==> config.mk <==
export PLATFORM = sky130hd
export DESIGN_NAME = ps2_keyboard
export DESIGN_NICKNAME = d
export VERILOG_FILES = /design/src/rtl/ps2_keyboard.sv
export SDC_FILE = /design/constraint.sdc
export NUM_CORES = 1
export LEC_CHECK = 0
export ABC_AREA = 1
export BUFFER_PORTS_ARGS = -buffer_cell sky130_fd_sc_hd__buf_2
export CORE_ASPECT_RATIO = 0.9
export CORE_MARGIN = 2
export CORE_UTILIZATION = 50
export CTS_CLUSTER_SIZE = 12
export DETAILED_ROUTE_END_ITERATION = 10
export GPL_TIMING_DRIVEN = 0
export HOLD_SLACK_MARGIN = 0.02
export PLACE_DENSITY = 0.72
export SYNTH_ARGS = -nofsm -noshare
export SYNTH_HDL_FRONTEND = slang
export SYNTH_SLANG_ARGS = --single-unit
==> constraint.sdc <==
create_clock -name clk -period 3.44 [get_ports clk]
set_input_delay 0.688 -clock clk [delete_from_list [all_inputs] [get_ports clk]]
set_output_delay 0.688 -clock clk [all_outputs]
set_load 0.005 [all_outputs]
==> src/rtl/ps2_keyboard.sv <==
// PS/2 keyboard receiver with scan-code FIFO and a DATA/STATUS register pair.
// Frames are sampled on synchronised keyboard-clock falling edges.
module ps2_keyboard #(
    parameter int CLK_FREQ   = 25000000,
    parameter int FIFO_DEPTH = 16,
    parameter int TIMEOUT_US = 2000
) (
    input  logic       clk,
    input  logic       rst,
    input  logic       cs,
    input  logic       we,
    input  logic       rd,
    input  logic [7:0] addr,
    input  logic [7:0] data_in,
    output logic [7:0] data_out,
    input  logic       ps2_clk,
    input  logic       ps2_data,
    output logic       irq
);

    localparam int AW        = (FIFO_DEPTH > 1) ? $clog2(FIFO_DEPTH) : 1;
    localparam int CW        = AW + 1;
    localparam int TO_CYCLES = CLK_FREQ / 1000000 * TIMEOUT_US;
    localparam int TW        = $clog2(TO_CYCLES + 1);

    localparam logic [CW-1:0] CNT_FULL = CW'(FIFO_DEPTH);
    localparam logic [CW-1:0] CNT_ONE  = CW'(1);
    localparam logic [TW-1:0] TO_LIMIT = TW'(TO_CYCLES);
    localparam logic [TW-1:0] TO_ONE   = TW'(1);

    typedef enum logic [1:0] {
        S_IDLE,
        S_DATA,
        S_PARITY,
        S_STOP
    } state_t;

    logic           clk_s1, clk_s2, clk_s3;
    logic           dat_s1, dat_s2;
    logic           fall;

    state_t         state, state_nxt;
    logic [2:0]     bitcnt;
    logic [7:0]     shreg;
    logic           par_bit;
    logic [TW-1:0]  to_cnt;
    logic           timeout;
    logic           push;
    logic           frame_err;

    logic [7:0]     mem [FIFO_DEPTH];
    logic [AW-1:0]  wr_ptr, rd_ptr;
    logic [CW-1:0]  count;
    logic           ovf, err;
    logic           empty, full;
    logic           flush, w1c, pop_req;
    logic           do_push, do_pop, ovf_set;

    logic           unused;
    assign unused = &{1'b0, addr[7:1], data_in[7:4], data_in[1:0]};

    always_ff @(posedge clk or posedge rst) begin
        if (rst) begin
            clk_s1 <= 1'b1;
            clk_s2 <= 1'b1;
            clk_s3 <= 1'b1;
            dat_s1 <= 1'b1;
            dat_s2 <= 1'b1;
        end else begin
            clk_s1 <= ps2_clk;
            clk_s2 <= clk_s1;
            clk_s3 <= clk_s2;
            dat_s1 <= ps2_data;
            dat_s2 <= dat_s1;
        end
    end

    assign fall    = clk_s3 & ~clk_s2;
    assign timeout = (state != S_IDLE) && (to_cnt == TO_LIMIT);

    always_comb begin
        state_nxt = state;
        push      = 1'b0;
        frame_err = 1'b0;
        if (fall) begin
            unique case (state)
                S_IDLE:   if (!dat_s2) state_nxt = S_DATA;
                S_DATA:   if (bitcnt == 3'd7) state_nxt = S_PARITY;
                S_PARITY: state_nxt = S_STOP;
                S_STOP: begin
                    // Odd parity across data and parity bit, stop must be 1.
                    if (dat_s2 && (^{shreg, par_bit}))
                        push = 1'b1;
                    else
                        frame_err = 1'b1;
                    state_nxt = S_IDLE;
                end
            endcase
        end else if (timeout) begin
            state_nxt = S_IDLE;
        end
    end

    always_ff @(posedge clk or posedge rst) begin
        if (rst) begin
            state   <= S_IDLE;
            bitcnt  <= 3'd0;
            shreg   <= 8'h00;
            par_bit <= 1'b0;
            to_cnt  <= '0;
        end else begin
            state <= state_nxt;
            if (fall && state == S_IDLE)
                bitcnt <= 3'd0;
            if (fall && state == S_DATA) begin
                shreg  <= {dat_s2, shreg[7:1]};
                bitcnt <= bitcnt + 3'd1;
            end
            if (fall && state == S_PARITY)
                par_bit <= dat_s2;
            if (fall || state == S_IDLE)
                to_cnt <= '0;
            else if (to_cnt != TO_LIMIT)
                to_cnt <= to_cnt + TO_ONE;
        end
    end

    assign empty   = (count == '0);
    assign full    = (count == CNT_FULL);
    assign flush   = cs & we & ~addr[0];
    assign w1c     = cs & we & addr[0];
    assign pop_req = cs & rd & ~addr[0];

    // A pop in the same cycle frees the slot for a push into a full FIFO.
    assign do_pop  = pop_req & ~empty & ~flush;
    assign do_push = push & ~flush & (~full | do_pop);
    assign ovf_set = push & ~flush & full & ~do_pop;

    always_ff @(posedge clk) begin
        if (do_push)
            mem[wr_ptr] <= shreg;
    end

    always_ff @(posedge clk or posedge rst) begin
        if (rst) begin
            wr_ptr <= '0;
            rd_ptr <= '0;
            count  <= '0;
            ovf    <= 1'b0;
            err    <= 1'b0;
        end else begin
            if (flush) begin
                wr_ptr <= '0;
                rd_ptr <= '0;
                count  <= '0;
            end else begin
                if (do_push)
                    wr_ptr <= wr_ptr + AW'(1);
                if (do_pop)
                    rd_ptr <= rd_ptr + AW'(1);
                if (do_push && !do_pop)
                    count <= count + CNT_ONE;
                else if (do_pop && !do_push)
                    count <= count - CNT_ONE;
            end
            ovf <= ovf_set | (ovf & ~(w1c & data_in[2]));
            err <= frame_err | (err & ~(w1c & data_in[3]));
        end
    end

    always_comb begin
        data_out = 8'h00;
        if (addr[0])
            data_out = {4'b0000, err, ovf, full, ~empty};
        else if (!empty)
            data_out = mem[rd_ptr];
    end

    assign irq = ~empty;

endmodule

After elaboration in Yosys (flattened, before gate mapping)
Memories as Yosys holds them, arrays and structs flattened.
Index checks and enable logic that the tools add are counted.
- add/subtract/negate cells: 6
- eq/ne operators: 9
- multiplexer cells: 26
- bitwise gates (word level): 27
- reductions and logical operators: 21
- operator list (operator ; number):
    $mux W16 ; 2
    $add A16 B1 Y16 const B ; 1
    $and A1 B1 Y1 ; 16
    $eq A16 B16 Y1 const B ; 1
    $mux W4 ; 4
    $mux W8 ; 2
    $ne A16 B16 Y1 const B ; 1
    $mux W5 ; 3
    $reduce_bool A2 Y1 ; 6
    $reduce_xor A9 Y1 ; 1
    $add A4 B1 Y4 const B ; 2
    $mux W1 ; 8
    $mux W2 ; 4
    $not A1 Y1 ; 8
    $pmux W2 S4 ; 1
    $logic_and A1 B1 Y1 ; 7
    $mux W3 ; 2
    $ne A3 B3 Y1 const B ; 2
    $add A5 B1 Y5 const B ; 1
    $eq A5 B5 Y1 const B ; 1
    $logic_not A5 Y1 ; 1
    $sub A5 B1 Y5 const B ; 1
    $eq A2 B2 Y1 const B ; 2
    $add A3 B1 Y3 const B ; 1
    other kinds (8) ; 11
- flip-flop bits (word level): 50
- bits in writable memories: 128
- input bits: 23
- logic and storage cells: 105
- memories kept: 1
- memory list (name ; depth ; bits a word ; read ports ; clocked after Yosys merged registers in ; wr ports ; line ; source):
    mem ; 16 ; 8 ; 1 ; 0 ; 1 ; 51 ; logic [7:0] mem [FIFO_DEPTH];

Depth between registers and ports, before layout
- depth after elaboration: 12
- mapped depth: 19
- gate-level depth less buffers: 19

Worst setup path before layout
Ideal clock, no wire load.
- path kind: input -> register
- start: input addr[0]
- end: register count[4]
- library setup time: 0.116 ns
- data arrival time: 2.456 ns
- required time: 3.324 ns
- path slack: 0.868 ns
- stages: 17
- buffers on the path: 1
- cell sequence: buf_4 inv_2 nand3_1 inv_1 nor2_4 inv_1 nor2_4 nand3_4 fa_1 nand3_1 nand2_1 xor2_1 inv_1 nand2_1 nand2_1 nand2_1 nand2_1
- longest elaborated chain between the ends: 9
- elaborated cells on any way between the ends: 16
- classes of those cells: mux (2); bitwise (9); reduce/logical (5)
- ends and longest elaborated chain (item ; line ; source):
    from (decl) ; 13 ; input logic [7:0] addr,
    $not A1 Y1 (*) ; 130, 132 ;
    $and A1 B1 Y1, on equally long branches ; 132, 130 ;
    $and A1 B1 Y1 / $not A1 Y1 (equally long branches) ; 135, 136 ;
    $and A1 B1 Y1 ; 135 ; assign do_pop = pop_req & ~empty & ~flush;
    $or A1 B1 Y1 ; 136 ; assign do_push = push & ~flush & (~full | do_pop);
    $and A1 B1 Y1 ; 136 ;
    $logic_and A1 B1 Y1 / $logic_not A1 Y1 (equally long branches) ; 161, 163 ;
    $mux W5 / $logic_and A1 B1 Y1 (equally long branches) ; 161, 163 ;
    $mux W5 / $reduce_bool A3 Y1 (equally long branches) ; -- ;
    to (signal assigned) ; 162 ; count <= count + CNT_ONE;
    to (signal assigned) ; 164 ; count <= count - CNT_ONE;
    to (decl) ; 53 ; logic [CW-1:0] count;
Mark *: on every way between the ends. The rest lies on a longest branch, timed or not.
A chain may end at the register's enable or synchronous reset.

Worst setup path after layout
- start: register rd_ptr[1]
- end: output data_out[3]
- longest elaborated chain between the ends: 3
- ends and longest elaborated chain (item ; line ; source):
    from (decl) ; 52 ; logic [AW-1:0] wr_ptr, rd_ptr;
    from (signal assigned) ; 160 ; rd_ptr <= rd_ptr + AW'(1);
    $mem_v2 Z16 W8 ; -- ;
    $mux W8 ; 175 ; else if (!empty)
    $mux W8 ; 173 ; if (addr[0])
    to (decl) ; 15 ; output logic [7:0] data_out,
Every way passes these cells.

==> results.md <==
* Worst EP required at 2.75 ns
* Setup TNS at 0 ns
* Crit start category: flop
* Synth top cells by count: 128 x edfxtp_1, 114 x nand2_1, 84 x o21ai_0
* Core Area at 15400 sq um
* Final min period at 3.37 ns
* Power per cell area at 723 nW/um^2
* Critical Setup Path Class: flop to primary output
* Synth area leaders: edfxtp_1 49%, dfrtp_1 14%, nand2_1 5.4%, o21ai_0 5.3%, nor2_1 3.8%
* Unrepaired setup endpoints after global routing: no
* Slowest CP cell: dfrtp_1
* Chip Height at 123 um
* DIE AREA at 16900 sq um
* CP Max Fanout at 10
* Drt first pass iters at 5
* Hold WC Path Type: input port to async pin
* Share of layout cells above drive strength 1 at 13.7%
* Post-synth EDFFs at 128
* Post-DP HPWL at 12.3 mm
* Syn Area/Cell at 10.9 sq um
* Routed len/inst at 18.2 um
* Max cap viols at 0
* Sequence of cells on the critical path: inv_1, clkbuf_1, o21ai_0, o221ai_1, nand3_1, o21ai_0, a22o_1, buf_2
* Actual slew at the worst max-slew pin at 0.944 ns
* Cell taking the most area after synthesis: edfxtp_1
* Worst skew pair latency at 0.43 ns
* Initial DRC Count at 613
* Syn_nets at 765
* Final period util at 98.0%
* GRT overflow at 0
* Initial antenna violation count at 0
* CP max stage delay at 0.46 ns
* Initial core utilization at 51.3%
* LEAKAGE at 3.40 nW
* Gate Count Post-Synth at 724
* Final hold vios at 0
* Final worst slack at 0.0674 ns
* Total track usage at 22.2%
* First-pass GRT wire length at 27.9 mm
* Async SR Flop Fraction at 28.1%
* Port Buffer Count at 17
* CTS sink cnt at 178
* Critical Path AT at 2.68 ns
* Status: complete, no violations
* # Post-CTS Setup Buffers at 0
* Yosys top cell area share at 48.6%
* Antenna cells at 0
* Ports at 32
* Worst-path clk slew at 0.07 ns
* Root buffer cell: clkbuf_16
* Synth cell types at 44
* Core Rows at 43
* Place WS at 0.419 ns
* CTS Hold Bufs at 0
* CTS H-Tree Depth at 4
* Flop and latch count out of synthesis at 178
* Routed Antenna Nets at 0
* Dominant synthesized flop cell: edfxtp_1
* Layout Nets at 802
* Routed vias at 5629
* Final Slew Violations at 0
* Cell with the most instances after synthesis: edfxtp_1
* Cts bufs inserted at 17
* CP endpoint kind: primary output
* Synth Cell Area at 7920 sq um
* DRC viols at 0
* Final GP Congestion at 0.886
* Post-synthesis sequential area ratio at 64.4%
* DIE WIDTH at 137 um
* Vias per cell at 5.77
* Reg2reg setup slack at 0.40 ns
* Area Growth Syn to Fin at 11.7%
* Critical path origin: rd_ptr[1]
* Worst reg2reg path startpoint: shreg[5]
* TritonCTS clock tree: yes
* Routed Wire Length at 17.7 mm
* Worst Clk Skew at 0.0101 ns
* F_max at 297 MHz
* Final setup viols at 0
* Largest net degree at the start of global routing at 45
* Relative slew slack at 36.9%
* Peak supply drop at 0.533 mV
* CTS max path bufs at 2
* Post-cts sizing count at 0
* Most used cell, CP: o21ai_0
* Ys Warns at 0
* Vias in the first global route at 5249
==> stage by stage <==
stage	total power, W	instances	util [%]	hold WS (ns)	cell area [sq um]
floorplan	0.00395	724	-	0.345	7920
global placement	0.00446	943	53.4	0.346	8250
detailed placement	0.00454	944	53.6	0.349	8270
CTS	0.00637	976	57.3	0.137	8840
global route	0.00671	976	57.3	0.150	8840
finish	0.00639	976	57.3	0.143	8840
==> per-layer routing <==
layer  wire length (um)  track usage [%]  part of all wire, %
met1               7630             31.1                   43
met2               8260             34.4                   47
met3               1490             4.47                  8.4
met4                345             8.14                  1.9
met5                  0                0                    0
==> cell type report <==
type	count	area (sq um)
fillers	1240	6600
well taps	202	253
flip-flops and latches	178	5100
plain buffers	27	121
clock inverters	15	144
inverters	68	255
clock buffers	17	425
repair buffers	18	105
multi-input cells	451	2440
==> worst max-delay path, delay by kind of cell (launching register included) <==
family | cells | cell delay, ns
AND/OR/NAND/NOR | 1 | 0.13
AO/OA/AOI/OAI | 4 | 1.03
flip-flops | 1 | 0.46
buffers and inverters | 3 | 0.62
==> cell families (layout without fill, tap and decap cells) <==
family | Yosys count | in the layout | share of synthesized area [%]
xor gates and xnor gates | 4 | 4 | 0.538
and+or+nand+nor | 277 | 277 | 16.5
DFF | 178 | 178 | 64.4
adders and majority gates | 18 | 18 | 2.94
AOI/OAI and AO/OA | 152 | 152 | 10.9
buffers and inverters | 95 | 145 | 4.76
==> layout by cell type (no fill, tap or decap), drive strengths merged, types with 3 or more instances in the layout <==
| cell type | instances |
|---|---|
| edfxtp | 128 |
| nand2 | 121 |
| o21ai | 89 |
| nor2 | 86 |
| inv | 75 |
| dfrtp | 45 |
| nand3 | 41 |
| a21oi | 33 |
| buf | 32 |
| clkbuf | 30 |
| ha | 17 |
| nand4 | 17 |
| o221ai | 13 |
| o22ai | 7 |
| clkinv | 6 |
| nor3 | 5 |
| dfstp | 5 |
| nor4 | 5 |
| a31oi | 3 |
| xnor2 | 3 |
==> power by group <==
part / internal (W) / total, W / leakage, nW / switching [W]
registers: 0.00260 / 0.00291 / 1.79 / 0.000309
clock network: 0.000959 / 0.00185 / 0.274 / 0.000892
logic: 0.000544 / 0.00162 / 1.33 / 0.00108
total: 0.00411 / 0.00639 / 3.40 / 0.00228
==> state kept, by name (all words and copies together) (netlist names), 2 cells and up <==
register  flops
shreg         8
count         5
mem         128
rd_ptr        4
wr_ptr        4
bitcnt        3
state         2
to_cnt       16
==> final timing paths <==
path                       depth (start not counted)     endpoint
setup / recovery                                   8  data_out[3]
hold / removal                                     2    rd_ptr[3]
setup reg to reg                                  10    mem[6][2]
hold reg to reg                                    0       dat_s2
max in group asynchronous                          3       dat_s1
min in group clk                                   1       dat_s1
Note: power is estimated with default switching activity, not from simulation.
